==> src/rtl/pipe_latch_chain.sv <==
// pipe_latch_chain: elastic valid/ready register chain carrying a WIDTH-bit word through
// STAGES clocked stages, with a global enable (stall), a synchronous flush and a
// synchronous active-high reset. The output presents both the true word and its complement.
// Optional build macro: PIPE_LATCH_OCC_EN adds the registered 'occupancy' output.
module pipe_latch_chain #(
  parameter int unsigned WIDTH  = 32,
  parameter int unsigned STAGES = 3
) (
  input  logic                          clk,
  input  logic                          reset,
  input  logic                          en,
  input  logic                          flush,
  input  logic                          in_valid,
  output logic                          in_ready,
  input  logic [WIDTH-1:0]              d,
  output logic                          out_valid,
  input  logic                          out_ready,
  output logic [WIDTH-1:0]              q,
`ifdef PIPE_LATCH_OCC_EN
  output logic [$clog2(STAGES+1)-1:0]   occupancy,
`endif
  output logic [WIDTH-1:0]              qbar
);

  if (STAGES < 1) begin : g_bad_stages
    $error("pipe_latch_chain: STAGES must be at least 1");
  end
  if (WIDTH < 1) begin : g_bad_width
    $error("pipe_latch_chain: WIDTH must be at least 1");
  end

  logic [STAGES-1:0] v_q, v_d;
  logic [STAGES-1:0] adv;
  logic [WIDTH-1:0]  r_q [STAGES];
  logic [WIDTH-1:0]  r_d [STAGES];

  // Backward ready: a stage advances when enabled and there is a hole at or below it,
  // or the output is draining. Accumulating 'room' avoids a self-referencing vector.
  always_comb begin
    logic room;
    room = out_ready;
    adv  = '0;
    for (int i = int'(STAGES) - 1; i >= 0; i--) begin
      room   = room | ~v_q[i];
      adv[i] = en & room;
    end
  end

  // Next-state: advancing stages take their upstream valid/data; data loads only when valid.
  always_comb begin
    v_d = v_q;
    r_d = r_q;
    if (flush) begin
      // Flush empties every stage; payload registers simply hold.
      v_d = '0;
    end else begin
      if (adv[0]) begin
        v_d[0] = in_valid;
        if (in_valid) begin
          r_d[0] = d;
        end
      end
      for (int i = 1; i < int'(STAGES); i++) begin
        if (adv[i]) begin
          v_d[i] = v_q[i-1];
          if (v_q[i-1]) begin
            r_d[i] = r_q[i-1];
          end
        end
      end
    end
  end

  // Stage registers; reset clears both valid bits and payloads.
  always_ff @(posedge clk) begin
    if (reset) begin
      v_q <= '0;
      for (int i = 0; i < int'(STAGES); i++) begin
        r_q[i] <= '0;
      end
    end else begin
      v_q <= v_d;
      r_q <= r_d;
    end
  end

  assign in_ready  = adv[0] & ~flush;
  assign out_valid = v_q[STAGES-1] & ~flush;
  assign q         = r_q[STAGES-1];
  assign qbar      = ~r_q[STAGES-1];

`ifdef PIPE_LATCH_OCC_EN
  logic [$clog2(STAGES+1)-1:0] occ_q, occ_d;
  logic                        push, pop;

  assign push = in_valid & in_ready;
  assign pop  = out_valid & out_ready & en;

  // Occupancy tracks push/pop transfers; a simultaneous push and pop leaves it unchanged.
  always_comb begin
    occ_d = occ_q;
    if (flush) begin
      occ_d = '0;
    end else if (push && !pop) begin
      occ_d = occ_q + 1'b1;
    end else if (pop && !push) begin
      occ_d = occ_q - 1'b1;
    end
  end

  // Occupancy register.
  always_ff @(posedge clk) begin
    if (reset) begin
      occ_q <= '0;
    end else begin
      occ_q <= occ_d;
    end
  end

  assign occupancy = occ_q;
`endif

endmodule

==> config.mk <==
export PLATFORM = sky130hd
export DESIGN_NAME = pipe_latch_chain
export DESIGN_NICKNAME = d
export VERILOG_FILES = /design/src/rtl/pipe_latch_chain.sv
export SDC_FILE = /design/constraint.sdc
export NUM_CORES = 1
export LEC_CHECK = 0
export CORE_MARGIN = 1.5
export CORE_UTILIZATION = 50
export CTS_BUF_LIST = sky130_fd_sc_hd__clkbuf_4 sky130_fd_sc_hd__clkbuf_8
export DETAILED_ROUTE_END_ITERATION = 12
export MAX_ROUTING_LAYER = met4
export PLACE_DENSITY = 0.8
export SETUP_SLACK_MARGIN = 0.3
export SYNTH_ARGS = -nofsm -noshare
export SYNTH_HDL_FRONTEND = slang
export SYNTH_SLANG_ARGS = --single-unit
==> constraint.sdc <==
create_clock -name clk -period 1.6 [get_ports clk]
set_input_delay 0.32 -clock clk [delete_from_list [all_inputs] [get_ports clk]]
set_output_delay 0.32 -clock clk [all_outputs]
set_load 0.01 [all_outputs]
Yosys cells after proc, flatten, opt, wreduce, memory -nomap -nowiden
Index checks and enable logic that the tools add are counted.

word-level totals
  flip-flop bits (word level) = 99
  bits of input ports = 38
  output and inout bits = 66
  logic and storage cells = 23

cells by class
  bitwise operators = 13
  reduce and logical (&&, ||, !) cells = 4

operator list
  operator           count
  $not A32 Y32       1
  $reduce_and A3 Y1  3
  $and A1 B1 Y1      5
  $not A1 Y1         4
  $or A1 B1 Y1       3
  $reduce_or A2 Y1   1

Longest topological paths before layout
  depth in word-level cells = 6
  depth in mapped cells = 5
  mapped depth without buffers = 3

Worst setup path before layout
No wires, ideal clock.

  kind = reg-to-reg
  from = register v_q[2]
  to = register r_q[64] (netlist name)
  arrival time = 1.292 ns
  required time = 1.528 ns
  path slack = 0.236 ns
  stages on the path, launching flop included = 5
  path buffers = 1
  period minus slack after synthesis = 1.364 ns
  cell sequence = dfxtp_1 and3b_4 a211oi_4 buf_8 mux2i_1

on the way
  cells in the longest elaborated chain, start to end = 6

ends and longest elaborated chain
  what                         line  source
  from (decl)                  32    logic [STAGES-1:0] v_q, v_d;
  from (signal assigned)       82    v_q <= v_d;
  $not A1 Y1                   44    room = room | ~v_q[i];
  $or A1 B1 Y1 (3 in series)   44
  $and A1 B1 Y1                45    adv[i] = en & room;
  $reduce_and A3 Y1 (no line)  --
  to (signal assigned)         83    r_q <= r_d;
  to (decl)                    34    logic [WIDTH-1:0] r_q [STAGES];

No other way between the ends.
A chain may end at the register's enable or synchronous reset.

Worst setup path after layout
  from = register v_q[1]
  to = register r_q[85] (netlist name)

on the way
  cells in the longest elaborated chain, start to end = 5

ends and longest elaborated chain
  what                         line
  $not A1 Y1                   44
  $or A1 B1 Y1 (2 in series)   44
  $and A1 B1 Y1                45
  $reduce_and A3 Y1 (no line)  --

No other way between the ends.

==> flow_summary.ini <==
[place]
port_buffers = 103
gp_congestion = 0.768
place_hpwl_um = 5260

[setup_path]
path_delay_family = buffers and inverters
path_class = flip-flop to flip-flop
reg2reg_from = v_q[1]
worst_path_max_delay_cell = dfxtp_2
reg2reg_to = r_q[85]
cp_num_buf_inv = 3
worstSetupEndpointType = flip-flop
cpPeakStageDelay_ns = 0.33
timing.critical_path.cells = and3b_4 > buf_6 > a211oi_4 > buf_4 > clkbuf_16 > mux2i_1
arrival_ns = 1.79
cp_data_required_time_ns = 1.88
path_max_fanout = 11
start_kind = flip-flop
ff2ff_path_depth = 6
r2r_setup_slack_ns = 0.09

[floorplanning]
die_x_um = 96.7
start_util_pct = 52.6
io_pins = 104
die_h_um = 96.7
fp.dieArea_um2 = 9340
coreArea_um2 = 8340
row_count = 33

[clock_network]
cts_buffers = 9
h-tree-depth = 3
cts_tree = yes
clock_latency_ns = 0.36
max-clock-path-buffers = 2
clk_pin_slew_ns = 0.10
cts.sinks = 99
holdBufCountCts = 0
cts-root-buf = clkbuf_8

[outcome]
status = complete, no violations

[grt]
grt_pass1_wl_um = 13300
antenna_found_initial = 0
grt.overflow.total = 0
grt_max_degree = 131
track_usage_pct = 17.8
grt_pass1_vias = 3002

[synth]
muxShareOfSynthArea_pct = 21.9
synth.avg_cell_area_um2 = 10.2
synth_nets = 469
synth_fa_ha_area_share_pct = 0
synth-seq-cells = 99
syn_inst = 431
yosys.area_share.xor_xnor_pct = 0
synth-simple-area-share_pct = 20.1
synth.distinct_cells = 24
ys_seq_area_share_pct = 45.2
synth_top_family_by_area = multiplexers
yosys_warnings = 0
synth-compound-area-share_pct = 1.43
netlist_area_um2 = 4390

[route]
first_pass_iters = 4
routed_wl_um = 8320
viasPerCell = 4.68
num_vias = 2969
initialDrtViolationCount = 55
wire_per_inst_um = 13.1
final_antenna_net_count = 0
drcViolationCount = 0

[cells_and_area]
drive_gt1_share_pct = 28.2
fin_nets = 563
area_delta_synth_final_pct = 27.6
layout_commonest_cell = nand2b_1
n_antenna_cell = 0
utilization_pct = 67.1
mostFrequentLayoutCells = nand2b_1 (129), mux2i_1 (95), dfxtp_1 (65)

[pwr]
power_mw = 4.40
leakage_nw = 2.35
irDropWorstVdd_mv = 0.513
power_density_nw_per_um2 = 787

[timing]
period_minus_slack_ns = 1.51
setup_violations = 0
clock.fmax_mhz = 662
clock_skew_ns = 0.00944
report.final.slew_viol_count = 0
timing.final.crit_share_pct = 94.4
rsz0062_at_grt = true
hold_viol = 0
max-slew-margin-rel_pct = 74.0
worstMarginPinSlew_ns = 0.391

[min_path]
min_to = r_q[56]
min_from = r_q[88]
hold_path.class = flip-flop to flip-flop
hold_path_depth = 2

[job]
max-cap-violations = 0
cell type report:
class,instances,area (µm²)
clock buffer,10,131
clock inverter,5,62.6
fill,684,2740
inverter,33,124
multi-input combinational,244,1940
sequential,99,2020
tap,105,131
timing repair buffer,138,1190
how the worst max path moves through the flow:
| stage | end | slack (ns) | cells past startpoint | startpoint |
|---|---|---|---|---|
| finish | r_q[85] | 0.09 | 6 | v_q[1] |
| global route | r_q[77] | 0.05 | 6 | v_q[1] |
| floorplan | r_q[64] | 0.26 | 4 | out_ready |
| CTS | r_q[72] | 0.14 | 5 | v_q[1] |
| global placement | in_ready | -0.41 | 4 | out_ready |
| detailed placement | in_ready | -0.45 | 4 | out_ready |
Yosys cell counts:
library cell | instances | area share [%]
nor3_1 | 1 | 0.11
and3_1 | 1 | 0.14
nand2b_1 | 129 | 18
clkbuf_1 | 14 | 1.2
o21a_1 | 1 | 0.17
and2_1 | 1 | 0.14
inv_1 | 33 | 2.8
a21boi_0 | 3 | 0.51
o21ai_0 | 1 | 0.11
and3b_4 | 1 | 0.29
buf_4 | 33 | 5.6
a211oi_4 | 1 | 0.46
nor2b_1 | 1 | 0.14
nor2_1 | 1 | 0.085
nand3_1 | 2 | 0.23
buf_2 | 4 | 0.46
a22oi_1 | 1 | 0.17
buf_8 | 3 | 1.0
mux2i_1 | 96 | 22
nor2b_2 | 1 | 0.20
dfxtp_1 | 99 | 45
nand2_1 | 2 | 0.17
buf_6 | 1 | 0.26
nand3b_1 | 1 | 0.17
state kept, by name, summed over array words and instances, names as in the netlist:
name / flops
q: 32
r_q: 64
v_q: 3
per-stage QoR:
step	std cells	worst slack (ns)	area, µm²	TNS, ns	hold slack [ns]
after detailed placement	599	-0.452	5350	-18.78	0.476
after global placement	599	-0.415	5350	-13.91	0.467
after global routing	634	0.0478	5600	0	0.499
after CTS	622	0.136	5630	0	0.476
final	634	0.0896	5600	0	0.476
after floorplan	431	0.262	4390	0	0.399
report_power, final:
group	switching, mW	internal, mW	total (mW)
clock	0.837	0.740	1.58
sequential	0.00946	2.49	2.50
combinational	0.121	0.204	0.325
cell families after synthesis:
logic type	after synthesis
AOI/OAI and AO/OA	7
buffers and inverters	88
DFF	99
muxes	96
and+or+nand+nor	141
metal layers:
layer  share of wire [%]  routed length [µm]  vias up  global-route usage [%]
met4                 1.4                 119        0                    6.69
met5                   0                   0        -                       -
li1                    -                   -     1527                       -
met2                  48                4000       71                    30.1
met3                 4.5                 371       11                    4.41
met1                  46                3830     1360                    20.3
timing repair:
| action | 4_1_cts | 5_1_grt |
|---|---|---|
| endpoints found under the setup margin | 131 | 102 |
| endpoints found under the hold margin | 0 | 0 |
| resized for setup | 214 | 51 |
| pin swaps | 0 | 1 |
| setup buffers | 8 | 9 |
| gates cloned | 0 | 3 |
worst min-delay path, cell delays in order (launching register included):
cell and delay, ns:
dfxtp_1 0.30, nand2b_1 0.08, mux2i_1 0.07
Power figures use the tool's default switching activity.
